## src/rtl/run_sequencer.sv

```systemverilog
// Preloads a data memory from a byte stream, pulses the core start, waits for its halt
// (with a cycle-count timeout), then streams a fixed window of results back out.
module run_sequencer #(
    parameter logic [7:0]  LOAD_BASE = 8'd0,
    parameter logic [7:0]  OUT_BASE  = 8'd64,
    parameter int          OUT_LEN   = 32,
    parameter logic [31:0] TIMEOUT   = 32'd1_000_000
) (
    input  logic        Clk,
    input  logic        Reset,
    input  logic        in_valid,
    input  logic [7:0]  in_data,
    input  logic        in_last,
    output logic        in_ready,
    output logic        mem_we,
    output logic [7:0]  mem_addr,
    output logic [7:0]  mem_wdata,
    input  logic [7:0]  mem_rdata,
    output logic        core_start,
    input  logic        core_ack,
    output logic        out_valid,
    output logic [7:0]  out_data,
    output logic        out_last,
    input  logic        out_ready,
    output logic        busy,
    output logic        timeout,
    output logic [31:0] run_cycles
);

    typedef enum logic [2:0] {IDLE, LOAD, START, RUN, DUMP} state_t;

    localparam logic [8:0] LAST_IDX = 9'(OUT_LEN - 1);

    state_t     state;
    logic [7:0] load_idx;
    logic [7:0] dump_idx;
    logic       start_cnt;
    logic       accept;
    logic       dump_last;

    assign accept    = (state == LOAD) && in_valid;
    assign dump_last = (state == DUMP) && ({1'b0, dump_idx} == LAST_IDX);

    always_ff @(posedge Clk) begin
        if (!Reset) begin
            state      <= IDLE;
            load_idx   <= 8'd0;
            dump_idx   <= 8'd0;
            start_cnt  <= 1'b0;
            run_cycles <= 32'd0;
            timeout    <= 1'b0;
        end else begin
            case (state)
                IDLE: begin
                    if (in_valid) begin
                        state    <= LOAD;
                        load_idx <= 8'd0;
                    end
                end
                LOAD: begin
                    if (in_valid) begin
                        load_idx <= load_idx + 8'd1;
                        if (in_last) begin
                            state      <= START;
                            start_cnt  <= 1'b0;
                            run_cycles <= 32'd0;
                            timeout    <= 1'b0;
                        end
                    end
                end
                START: begin
                    if (start_cnt)
                        state <= RUN;
                    else
                        start_cnt <= 1'b1;
                end
                // Ack takes priority over the timeout when both land in the same cycle.
                RUN: begin
                    if (core_ack) begin
                        state    <= DUMP;
                        dump_idx <= 8'd0;
                    end else if (run_cycles == TIMEOUT) begin
                        timeout  <= 1'b1;
                        state    <= DUMP;
                        dump_idx <= 8'd0;
                    end else begin
                        run_cycles <= run_cycles + 32'd1;
                    end
                end
                DUMP: begin
                    if (out_ready) begin
                        if (dump_last)
                            state <= IDLE;
                        else
                            dump_idx <= dump_idx + 8'd1;
                    end
                end
                default: state <= IDLE;
            endcase
        end
    end

    always_comb begin
        in_ready   = 1'b0;
        mem_we     = 1'b0;
        mem_addr   = 8'd0;
        mem_wdata  = 8'd0;
        core_start = 1'b0;
        out_valid  = 1'b0;
        out_data   = 8'd0;
        out_last   = 1'b0;
        busy       = (state != IDLE);
        case (state)
            LOAD: begin
                in_ready  = 1'b1;
                mem_we    = accept;
                mem_addr  = LOAD_BASE + load_idx;
                mem_wdata = accept ? in_data : 8'd0;
            end
            START: core_start = 1'b1;
            DUMP: begin
                out_valid = 1'b1;
                mem_addr  = OUT_BASE + dump_idx;
                out_data  = mem_rdata;
                out_last  = dump_last;
            end
            default: ;
        endcase
    end

endmodule

```

## config.mk

```make
export PLATFORM = sky130hd
export DESIGN_NAME = run_sequencer
export DESIGN_NICKNAME = d
export VERILOG_FILES = /design/src/rtl/run_sequencer.sv
export SDC_FILE = /design/constraint.sdc
export NUM_CORES = 1
export LEC_CHECK = 0
export CORE_MARGIN = 1.5
export CORE_UTILIZATION = 35
export CTS_BUF_LIST = sky130_fd_sc_hd__clkbuf_8 sky130_fd_sc_hd__clkbuf_16
export DETAILED_ROUTE_END_ITERATION = 10
export PLACE_DENSITY = 0.6
export SYNTH_ARGS = -nofsm -noshare
export SYNTH_HDL_FRONTEND = slang
export SYNTH_SLANG_ARGS = --single-unit
```

## constraint.sdc

```tcl
create_clock -name Clk -period 4.4 [get_ports Clk]
set_clock_uncertainty 0.1 [all_clocks]
set_input_delay 0.66 -clock Clk [delete_from_list [all_inputs] [get_ports Clk]]
set_output_delay 0.66 -clock Clk [all_outputs]
set_load 0.005 [all_outputs]
```

Word-level counts from Yosys, hierarchy flattened
Index checks and enable logic that the tools add are counted.

Add/sub/neg operators: 4. $mul: 0. Divide/modulo/power cells: 0. Magnitude comparators: 0. Eq/ne operators: 17. Shifts and indexed selects: 0. Muxes and demuxes: 37. Bitwise logic cells: 0. Reduce and logical (&&, ||, !) cells: 14.

Operator list (count): 32-bit 2-to-1 mux (4); 8-bit 2-to-1 mux (9); 32-bit one-hot mux with 2 select lines (1); 8-bit one-hot mux with 2 select lines (3); 32-bit by 1-bit adder with 32-bit output (second input constant) (1); 32-bit by 20-bit equality test with 1-bit output (second input constant) (1); 3-bit 2-to-1 mux (8); 2-bit inequality test (second input constant) (10); 8-bit by 1-bit adder with 8-bit output (second input constant) (2); 3-bit one-hot mux with 5 select lines (1); 5-bit AND reduction (2); 1-bit 2-to-1 mux (9); 7-bit by 8-bit adder with 8-bit output (first input constant) (1); 8-bit by 5-bit equality test with 1-bit output (second input constant) (1); 2-bit nonzero test (4); 7-bit AND reduction (1); 3-bit by 2-bit equality test with 1-bit output (second input constant) (2); 3-bit AND reduction (2); 1-bit one-hot mux with 2 select lines (2); 4-bit AND reduction (1); 3-bit by 1-bit equality test with 1-bit output (second input constant) (1); 3-bit equality test (second input constant) (1); 3-bit zero test (1); 3-bit inequality test (second input constant) (1); other kinds (2) (3).

Register bits after elaboration: 53. Latch bits: 0. RAM bits: 0. Bits in read-only memories: 0. Bits of input ports: 22. Output and inout bits: 63. Word-level logic and storage cells: 78. Memories: 0.

Depth between registers and ports, before layout
Depth in word-level cells: 5. Gate-level depth with buffers: 8. Mapped depth without buffers: 7.

Worst setup path before layout
Ideal clock, no wire load.

Path kind: in2out. Start: input port in_valid. End: output port mem_wdata[0]. Arrival time: 1.506 ns. Data required time: 3.640 ns. Slack: 2.134 ns. Stages: 3. Path buffers: 1. Cell sequence: nor3b_1 -> clkbuf_1 -> and3_1.

Longest elaborated chain between the ends: 3.

Ends and longest elaborated chain: from (decl) (RTL line 11) `input logic in_valid,`; 1-bit logical AND (RTL line 41) `assign accept = (state == LOAD) && in_valid;`; 8-bit 2-to-1 mux (RTL line 118) `mem_wdata = accept ? in_data : 8'd0;`; 8-bit 2-to-1 mux (RTL line 113) `case (state)`; to (decl) (RTL line 17) `output logic [7:0] mem_wdata,`.

Every way passes these cells.

Worst setup path after layout
Start: register state[0]. End: output port mem_addr[0].

Longest elaborated chain between the ends: 2. Elaborated cells on any way between the ends: 3. Those cells by class: eq/ne (2); mux (1).

Ends and longest elaborated chain: from (decl) (RTL line 34) `state_t state;`; from (signal assigned) (RTL line 46) `state <= IDLE;`; from (signal assigned) (RTL line 56) `state <= LOAD;`; from (signal assigned) (RTL line 64) `state <= START;`; 3-bit equality test / 3-bit by 1-bit equality test with 1-bit output (equally long branches) (RTL line 113); 8-bit one-hot mux with 2 select lines * (RTL line 113); to (decl) (RTL line 16) `output logic [7:0] mem_addr,`.

Every way passes the cells marked *; elsewhere a longest branch is shown, timed or not.

==> key figures <==
Global route
  – Met2 Track Usage GR: a little under 30%
  – Busiest grt layer: met2
  – Largest net degree at the start of global routing: 22
  – Met1 Resource Use GR: 23.8%
  – Initial antenna violation count: 0
  – Total gr overflow: 0
  – First-pass GRT wire length: between 10 and 15 mm
  – Total GRT Usage: 18.2%
  – Vias in the first global route: ~2800
  – Met3 GRT Util: between 3 and 4%

Logic synthesis
  – Synth top area share: 35.9%
  – Register bit total from synthesis: 53
  – Ranking of synthesized cells by area: dfxtp_1, xnor2_1, nor2_1, o21ai_0, nand2_1
  – Mapped Nets: 390
  – Sequential share of the synthesized area: 35.9%
  – Most common cell in the synthesized netlist: dfxtp_1
  – Syn_area_per_cell: just over 8 sq um
  – Unique masters post-synth: 57
  – Mapped cell area: roughly 3000 sq um
  – Dominant synthesized flop cell: dfxtp_1
  – Synth async-reset ratio: 0%
  – Synthesis Warnings: 0
  – Number of flops mapped to enable cells by yosys: 0
  – Mapped Cells: 363
  – Yosys top cell by area: dfxtp_1
  – Synth cell count leaders: dfxtp_1, nor2_1, nand2_1

Routing
  – Vias: about 2900
  – Vias per cell: roughly 5.3
  – Final ANT Viol Nets: 0
  – Drt wl/cell: ~15 um
  – Post-Route WL: around 8.0 mm
  – DRC Markers: 0
  – Starting DRT DRC Count: 97
  – Drt first pass iters: 4

Placement
  – Placed Instances: 540
  – Count of input and output buffers: 84
  – Dpl cell area: between 3000 and 4000 sq um
  – RePlAce Congestion: around 0.76
  – Post-DP HPWL: just under 6 mm

Final layout
  – # fillers: about 820
  – Final core occ: approximately half
  – Final nets: 469
  – Fin cells: 547
  – ANT cells: 0
  – Final instance area: 3960 sq um
  – Share of cells above drive strength 1: under 10%
  – Area grow syn2layout: 34.0%

Pwr
  – Maximum VDD drop: 0.112 mV
  – Power Dens Cells: approximately 220 nW/um^2
  – Leak: 1.31 nW

Hold path
  – HP Class: flop to flop

Die
  – Starting Density: 36.1%
  – IO Pins: between 80 and 90
  – Core Region: roughly 8000 sq um
  – Die Y: around 95 um
  – Row Count: 33
  – DIE AREA: about 9000 sq um
  – Horiz. Die Dim: 94.9 um

Setup path
  – CP startpoint kind: flop
  – Setup CP Type: flop to primary output
  – CP Data Arrival Time: approximately 2.5 ns
  – Crit. End Element: primary output
  – Req. time, crit path: around 3.6 ns
  – CP Max Fanout: 18

CTS
  – Clock Path Buffers: 2
  – Clk slew on worst S/H paths: approximately 0.09 ns
  – TritonCTS Buffers: 5
  – Cts repair resizes: 0
  – H-tree depth: 2
  – Post-cts hold buffer count: 0
  – Worst skew pair latency: approximately 0.30 ns
  – CTS root buf: clkbuf_8
  – # clock sinks: 53
  – CTS tree: built
  – Post CTS Setup Buffer Count: 0

Timing
  – Unrepaired setup endpoints after global routing: no
  – Fin. Hold Viols: 0
  – Setup TNS: 0 ns
  – Fmax: ~310 MHz
  – Setup violators final: 0
  – Final worst-path cycle share: around three quarters
  – Slew Limit Fails: 0
  – Final min period: ~3.3 ns
  – Max-slew headroom: between 50% and 60%
  – Slew @ Worst Pin: a little under 0.7 ns

Flow run
  – Max Cap Viol: 0

Run status
  – Status: complete, no violations
-- final timing paths --
path / slack (ns) / to / depth (start not counted) / startpoint
setup / recovery: 1.14 / mem_addr[0] / 4 / state[0]
hold / removal: 0.34 / dump_idx[7] / 1 / dump_idx[7]
setup reg to reg: 1.98 / dump_idx[5] / 6 / state[0]
hold reg to reg: 0.34 / dump_idx[7] / 1 / dump_idx[7]
-- logic make-up (layout without fill, tap and decap cells) --
family	count (synthesis)	in the layout	synth area share, %
mux	2	2	0.720
simple gates	168	168	32.7
xor+xnor	29	29	8.60
compound gates	68	68	14.4
buf+inv	38	117	5.55
flops	53	53	35.9
fa+ha+maj	5	5	2.12
-- registers in the layout (all words and copies together), names as in the netlist --
signal,count
timeout,1
start_cnt,1
state,3
run_cycles,32
dump_idx,8
load_idx,8
-- layout make-up --
type                    count  area, sq um  area share, %
clock inverters             1         3.75         0.0948
multi-input cells         272         1730           43.8
clock buffers               6         82.6           2.09
inverters                  24         90.1           2.28
well taps                 105          131           3.32
flip-flops and latches     53         1060           26.8
repair buffers             86          856           21.6
-- placed cells by master, fill, tap and decap left out, types with 3 or more instances in the layout --
cell type        Yosys  routed
or3_1                7       7
nand3_1             15      15
nand2b_1             3       3
and4_1               5       5
ha_1                 5       5
o31ai_1              3       3
xnor2_1             23      23
nor4_1               9       9
nor2_1              42      42
and2_1              10      10
nor3_1               9       9
and3_1              11      11
nor4b_1              3       3
a22o_1               4       4
a31oi_1              6       6
nand2_1             25      25
o21ai_0             22      22
xor2_1               6       6
clkdlybuf4s50_1      0      84
dfxtp_1             53      53
clkbuf_8             0       6
nor3_2               4       4
nand4_1             11      11
inv_1               23      24
a21oi_1             14      14
-- metrics by stage --
| step | total power, mW | hold slack (ns) | worst slack (ns) |
|---|---|---|---|
| after CTS | 0.873 | 0.355 | 1.11 |
| final | 0.859 | 0.344 | 1.14 |
| after global placement | 0.591 | 0.328 | 1.36 |
| after global routing | 0.900 | 0.380 | 0.919 |
| after detailed placement | 0.593 | 0.341 | 1.32 |
| after floorplan | 0.544 | 0.312 | 2.13 |
-- power by group --
| part | switching (mW) | internal [mW] |
|---|---|---|
| clock network | 0.155 | 0.123 |
| registers | 0.00886 | 0.483 |
| logic | 0.0430 | 0.0457 |
| total | 0.206 | 0.652 |
-- worst max-delay path, stage by stage, from the launching register on --
cell and delay (ns):
dfxtp_1 0.65, nand2b_1 0.23, nor2_1 0.56, a22o_1 0.26, clkdlybuf4s50_1 0.51
-- routing by layer --
metal  wire (um)  part of all wire [%]
met1        3700                    46
met2        3870                    48
met3         349                   4.4
met4          78                  0.98
met5           0                     0
Note: power is estimated with default switching activity, not from simulation.
